**config.mk**
```make
export PLATFORM = sky130hd
export DESIGN_NAME = fetch_queue_stage
export DESIGN_NICKNAME = d
export VERILOG_FILES = /design/src/rtl/fetch_queue_stage.sv
export SDC_FILE = /design/constraint.sdc
export NUM_CORES = 1
export LEC_CHECK = 0
export CORE_MARGIN = 5
export CORE_UTILIZATION = 25
export DETAILED_ROUTE_END_ITERATION = 6
export GPL_TIMING_DRIVEN = 1
export REMOVE_ABC_BUFFERS = 1
export SLEW_MARGIN = 20
export SYNTH_ARGS = -nofsm -noshare
export SYNTH_HDL_FRONTEND = slang
export SYNTH_SLANG_ARGS = --single-unit
```
**constraint.sdc**
```tcl
create_clock -name clk -period 5.4 [get_ports clk]
set_input_delay 1.62 -clock clk [delete_from_list [all_inputs] [get_ports clk]]
set_output_delay 1.62 -clock clk [all_outputs]
set_load 0.1 [all_outputs]
```
**src/rtl/fetch_queue_stage.sv**
```systemverilog
// Instruction fetch stage: one outstanding imem request feeding a DEPTH-entry prefetch queue.
// Optional performance counters (fetch_cnt, flush_cnt) are built when FETCH_PERF_EN is defined.
module fetch_queue_stage #(
   parameter int              XLEN     = 32,
   parameter int              DEPTH    = 4,
   parameter logic [XLEN-1:0] RESET_PC = '0
) (
   input  logic            clk,
   input  logic            rst,
   input  logic            start,
   input  logic            PCSrcE,
   input  logic [XLEN-1:0] PCTargetE,
   input  logic            StallD,
   output logic            imem_req,
   output logic [XLEN-1:0] imem_addr,
   input  logic            imem_gnt,
   input  logic            imem_rvalid,
   input  logic [XLEN-1:0] imem_rdata,
   output logic            ValidD,
   output logic [XLEN-1:0] InstrD,
   output logic [XLEN-1:0] PCD,
`ifdef FETCH_PERF_EN
   output logic [31:0]     fetch_cnt,
   output logic [31:0]     flush_cnt,
`endif
   output logic [XLEN-1:0] PCPlus4D
);

   localparam int              PTR_W   = (DEPTH > 1) ? $clog2(DEPTH) : 1;
   localparam int              CNT_W   = PTR_W + 1;
   localparam logic [CNT_W-1:0] DEPTH_C = CNT_W'(DEPTH);
   localparam logic [XLEN-1:0] FOUR    = XLEN'(4);
   localparam logic [XLEN-1:0] ALIGN_M = ~XLEN'(3);

   logic [XLEN-1:0]  fetch_pc;
   logic [XLEN-1:0]  req_pc;
   logic             outstanding;
   logic             drop;
   logic [PTR_W-1:0] wr_ptr;
   logic [PTR_W-1:0] rd_ptr;
   logic [CNT_W-1:0] count;

   logic [XLEN-1:0]  instr_q [DEPTH];
   logic [XLEN-1:0]  pc_q    [DEPTH];
   logic [XLEN-1:0]  pc4_q   [DEPTH];

   logic grant;
   logic push;
   logic pop;

   assign ValidD    = (count != '0);
   assign imem_addr = fetch_pc;
   assign imem_req  = !rst && start && !PCSrcE && !outstanding && (count < DEPTH_C);
   assign grant     = imem_req && imem_gnt;
   // A redirect kills both ends of the queue in the same cycle it empties it.
   assign push      = imem_rvalid && outstanding && !drop && !PCSrcE;
   assign pop       = ValidD && !StallD && !PCSrcE;

   // NOTE: sequential state uses non-blocking assignments so every register samples pre-edge values.
   always_ff @(posedge clk) begin
      if (rst) begin
         fetch_pc    <= RESET_PC;
         req_pc      <= '0;
         outstanding <= 1'b0;
         drop        <= 1'b0;
         wr_ptr      <= '0;
         rd_ptr      <= '0;
         count       <= '0;
      end else if (PCSrcE) begin
         fetch_pc <= PCTargetE & ALIGN_M;
         wr_ptr   <= '0;
         rd_ptr   <= '0;
         count    <= '0;
         if (outstanding) begin
            if (imem_rvalid) begin
               outstanding <= 1'b0;
               drop        <= 1'b0;
            end else begin
               drop <= 1'b1;
            end
         end
      end else begin
         if (grant) begin
            outstanding <= 1'b1;
            req_pc      <= fetch_pc;
            fetch_pc    <= fetch_pc + FOUR;
         end else if (imem_rvalid && outstanding) begin
            outstanding <= 1'b0;
            drop        <= 1'b0;
         end
         if (push) wr_ptr <= wr_ptr + 1'b1;
         if (pop)  rd_ptr <= rd_ptr + 1'b1;
         unique case ({push, pop})
            2'b10:   count <= count + 1'b1;
            2'b01:   count <= count - 1'b1;
            default: count <= count;
         endcase
      end
   end

   // NOTE: queue storage has no reset; ValidD gates every read, so stale contents are never visible.
   always_ff @(posedge clk) begin
      if (push) begin
         instr_q[wr_ptr] <= imem_rdata;
         pc_q[wr_ptr]    <= req_pc;
         pc4_q[wr_ptr]   <= req_pc + FOUR;
      end
   end

   // NOTE: defaults first keep this block free of inferred latches.
   always_comb begin
      InstrD   = '0;
      PCD      = '0;
      PCPlus4D = '0;
      if (ValidD) begin
         InstrD   = instr_q[rd_ptr];
         PCD      = pc_q[rd_ptr];
         PCPlus4D = pc4_q[rd_ptr];
      end
   end

`ifdef FETCH_PERF_EN
   always_ff @(posedge clk) begin
      if (rst) begin
         fetch_cnt <= '0;
         flush_cnt <= '0;
      end else begin
         if (push)   fetch_cnt <= fetch_cnt + 32'd1;
         if (PCSrcE) flush_cnt <= flush_cnt + 32'd1;
      end
   end
`endif

endmodule

```
## After elaboration in Yosys (flattened, before gate mapping)

Memory sizes are Yosys's and may differ from the RTL's. A register that Yosys moved wholly into a read port is not among the register bits.
Cells that the tools add are included.

| cells by class | value |
|---|---|
| $add $sub $neg | 6 |
| order comparisons | 1 |
| equal/unequal tests | 4 |
| muxes and demuxes | 22 |
| bitwise logic cells | 1 |
| reduce and logical (&&, ||, !) cells | 23 |

Operators by type and width:

| operator | number |
|---|---|
| 32-bit two-way mux | 5 |
| 32-bit by 3-bit adder with 32-bit output (second input constant) | 2 |
| 2-bit two-way mux | 6 |
| 1-bit logical AND | 10 |
| 1-bit two-way mux | 10 |
| 3-bit one-hot mux with 2 select lines | 1 |
| 2-bit nonzero test | 3 |
| 3-bit nonzero test | 2 |
| 1-bit logical NOT | 5 |
| 2-bit by 1-bit adder with 2-bit output (second input constant) | 2 |
| 3-bit by 1-bit adder with 3-bit output (second input constant) | 1 |
| 3-bit < comparator (second input constant) | 1 |
| 3-bit AND reduction | 1 |
| 3-bit by 1-bit subtractor with 3-bit output (second input constant) | 1 |
| 2-bit by 1-bit == test with 1-bit output (second input constant) | 1 |
| 2-bit == test (second input constant) | 1 |
| 2-bit by 1-bit != test with 1-bit output (second input constant) | 1 |
| 2-bit != test (second input constant) | 1 |
| 2-bit AND reduction | 1 |
| 2-bit OR reduction | 1 |
| 1-bit NOT | 1 |

| storage, ports and cells | value |
|---|---|
| register bits after elaboration | 73 |
| bits in writable memories | 384 |
| input port bits | 71 |
| output and inout bits | 130 |
| logic and storage cells | 68 |
| memories | 3 |

Memories:

| memory | depth | bits a word | rd ports | clocked after memory_dff | wr ports | line | text |
|---|---|---|---|---|---|---|---|
| instr_q | 4 | 32 | 1 | 1 | 1 | 43 | `logic [XLEN-1:0] instr_q [DEPTH];` |
| pc4_q | 4 | 32 | 1 | 1 | 1 | 45 | `logic [XLEN-1:0] pc4_q [DEPTH];` |
| pc_q | 4 | 32 | 1 | 1 | 1 | 44 | `logic [XLEN-1:0] pc_q [DEPTH];` |

## Longest topological paths before layout

| logic depth | value |
|---|---|
| depth after elaboration | 8 |
| mapped depth | 9 |
| gate-level depth less buffers | 9 |

## Worst setup path after synthesis

No wires, ideal clock.

| timing path | value |
|---|---|
| kind | input to output |
| start point | in rst |
| end point | out imem_req |
| data arrival time | 5.293 ns |
| required time | 3.780 ns |
| path slack | -1.513 ns |
| stages on the path | 4 |
| buffers on the path | 2 |
| cells stage by stage | buf_2 -> or2_1 -> buf_2 -> nor4b_1 |

| between the ends | value |
|---|---|
| word-level cells in the longest chain between the ends | 5 |

Ends and longest elaborated chain:

| what | line | text |
|---|---|---|
| start: declaration | 9 | `input logic rst,` |
| 1-bit logical NOT | 53 | `assign imem_req = !rst && start && !PCSrcE && !outstanding && (count < DEPTH_C);` |
| 1-bit logical AND (4 in series) | 53 |  |
| end: declaration | 14 | `output logic imem_req,` |

Every way passes these cells.

==> out/metrics.cfg <==
[setup_path]
crit_family=buffers and inverters
slowest_stage=clkdlybuf4s50_1
cp-start-kind=flip-flop
cp_slowest_stage_delay_ns=0.96
crit_chain=buf_4 > mux4_2 > and2_1 > clkdlybuf4s50_1
cp_max_fo=19
worstPathRequired_ns=3.78
cp.arrival_ns=3.22
path_buf_inv=2
criticalPathCategory=flip-flop to output pin
endpoint_kind=output pin

[timing]
whs_ns=0.517
finalHoldViolCount=0
tightest_slew_ns=1.02
max_freq_mhz=207
slew_viol_final=0
relSlewSlack_pct=31.8
min_period_ns=4.84
rsz0062_at_grt=no
setup_viol=0
setup_slack_ns=0.562
finalClockSkew_ns=0.0198
fin_crit_sh_pct=89.6

[power]
p_leak_nw=6.82
irDropWorstVdd_uv=187
power_density_nw_per_um2=325

[placed_design]
dpl-instance-area_um2=20700
place_ws_ns=0.685
placed_cells=2183
place_hpwl_um=27900
port_buffers=192
place.gp.congestion=0.776

[clocking]
cts-root-buf=clkbuf_16
cts_sinks=439
cts_tree=built
postCtsHoldBufs=0
post_cts_resize_count=0
cts.clk_slew.worst_paths_ns=0.06
cts_buffer_depth=3
clk_latency_ns=0.58
post_cts_buffers=0
numCtsBuffers=49
htree_levels=2

[job]
maxCapViolCount=0

[drt]
drtIter0Drc=618
drc_errors=0
drtPass1Iterations=5
vias_per_cell=4.39
ant_nets=0
routed_wl_um=43500
wl_per_cell_um=19.1
vias=9993

[min_path]
min-delay-path-class=flip-flop to flip-flop

[synthesis]
synth_top_area_share_pct=62.6
synth_ff_type=edfxtp_1
synth_area_um2=17700
synthDistinctLibCells=53
ys_ff_latch=439
synth-edff-count=368
ys_warn_count=0
synth_area_leaders=edfxtp_1 63%, mux4_2 12%, dfxtp_1 8.1%, and2_1 3.5%, nand2_1 2.1%
synthArstFlopShare_pct=0
synth_top_area_cell=edfxtp_1
netlist_instances=1079
avgSynthCellArea_um2=16.4
yosysSeqAreaShare_pct=70.7

[cells_and_area]
final_area_um2=22300
nFillCells=6863
fin_cells=2276
nets=1373
drive_above_1_share_pct=20.3
regArea_um2=12500
area_delta_synth_final_pct=26.1
multi_input_area_um2=4890

[die]
die-height_um=276
initial_core_util_pct=25.2
die_x_um=276
coreArea_um2=70000
dieArea_um2=76000
io_pins=201
rows=97

[global_routing]
antenna_found_initial=1
grt_pass1_wl_um=65500
gr-total-overflow=0
grt_pass1_vias=10500
grt_use_total_pct=11.3
grt_max_degree=63

[outcome]
status=finished, final reports clean

==> flip-flops by register name, summed over array words and instances (netlist names), named ones only <==
| signal | flops |
|---|---|
| instr_q | 128 |
| pc4_q | 120 |
| pc_q | 120 |
| imem_addr | 30 |
| req_pc | 30 |
| count | 3 |
| rd_ptr | 2 |
| wr_ptr | 2 |
| drop | 1 |
| outstanding | 1 |
==> per-layer routing <==
| layer | up-vias | part of all wire [%] | global-route usage (%) |
|---|---|---|---|
| li1 | 4584 | - | - |
| met1 | 5090 | 45 | 15.5 |
| met2 | 273 | 48 | 18.4 |
| met3 | 46 | 6.1 | 2.84 |
| met4 | 0 | 1.5 | 2.29 |
| met5 | - | 0 | 0 |
==> power by group <==
| group | switching [W] | leakage (nW) | internal [W] | total, W |
|---|---|---|---|---|
| clock | 0.00137 | 0.768 | 0.00186 | 0.00323 |
| combinational | 0.000205 | 2.31 | 0.0000970 | 0.000302 |
| sequential | 0.0000367 | 3.74 | 0.00366 | 0.00370 |
| total | 0.00161 | 6.82 | 0.00561 | 0.00723 |
==> final timing paths <==
kind | start | to | slack (ns) | cells past startpoint
hold reg to reg | drop | drop | 0.52 | 2
setup reg to reg | count[2] | count[2] | 1.97 | 9
setup / recovery | flip-flop | PCPlus4D[9] | 0.56 | 4
hold / removal | drop | drop | 0.52 | 2
==> worst register-to-register path: stages (launching register included) <==
cell and delay (ns):
dfxtp_1 0.45, or3_4 0.64, buf_4 0.39, nor3b_1 0.55, ha_1 0.30, inv_1 0.06
fa_1 0.37, xor2_1 0.16, or3_1 0.31, a21oi_1 0.14
==> stage by stage <==
| stage | util (%) | power [W] | TNS, ns |
|---|---|---|---|
| global route | 31.8 | 0.00750 | 0 |
| floorplan | - | 0.00394 | -126.49 |
| detailed placement | 29.6 | 0.00407 | 0 |
| CTS | 31.8 | 0.00733 | 0 |
| global placement | 29.6 | 0.00407 | 0 |
| finish | 31.8 | 0.00723 | 0 |
==> cell families (layout without fill, tap and decap cells) <==
group                      after synthesis  count (layout)  share of synthesized area, %
DFF                                    439             439                          70.7
and+or+nand+nor                        323             323                          9.43
other                                    1               9                        0.0212
xor gates and xnor gates                41              41                          2.03
muxes                                  100             100                          12.2
AOI/OAI and AO/OA                       93              93                          3.17
buffers and inverters                   74             323                          1.83
adders and majority gates                8               8                         0.610
==> area by class of cell <==
class | instances | share of cell area [%]
timing repair buffer | 221 | 9.43
sequential | 439 | 56.0
clock inverter | 33 | 1.30
clock buffer | 57 | 5.74
tap | 940 | 5.28
multi-input combinational | 571 | 22.0
antenna | 3 | 0.0337
inverter | 12 | 0.202
==> cell usage after synthesis (2+ instances only) <==
cell type,instances
a21oi_1,44
inv_1,11
nor3_2,2
ha_1,7
a211oi_1,5
mux2_2,4
mux4_2,92
a2bb2oi_1,3
edfxtp_1,368
o21ai_0,9
dfxtp_1,71
buf_2,12
and2_1,100
nor2_1,37
clkbuf_1,36
and4_1,2
and3_1,6
or3_1,9
buf_1,7
xnor2_1,19
o22ai_1,6
or2_1,2
nor4_1,7
mux2i_1,3
nand2_1,101
a31oi_1,12
nand4_1,18
buf_4,6
o211ai_1,5
nand3_1,23
nor3_1,7
a22oi_1,2
nor3b_1,2
xor2_1,22
==> cell usage in the layout (no fill, tap or decap), types with 11 or more instances in the layout <==
master / count
a21oi_1: 44
a31oi_1: 12
and2_1: 96
buf_4: 79
clkbuf_16: 50
clkdlybuf4s50_1: 132
clkinv_1: 11
dfxtp_1: 69
edfxtp_1: 368
inv_1: 11
mux4_2: 92
nand2_1: 101
nand3_1: 23
nand4_1: 18
nor2_1: 36
xnor2_1: 19
xor2_1: 22
Note: power is estimated with default switching activity, not from simulation.
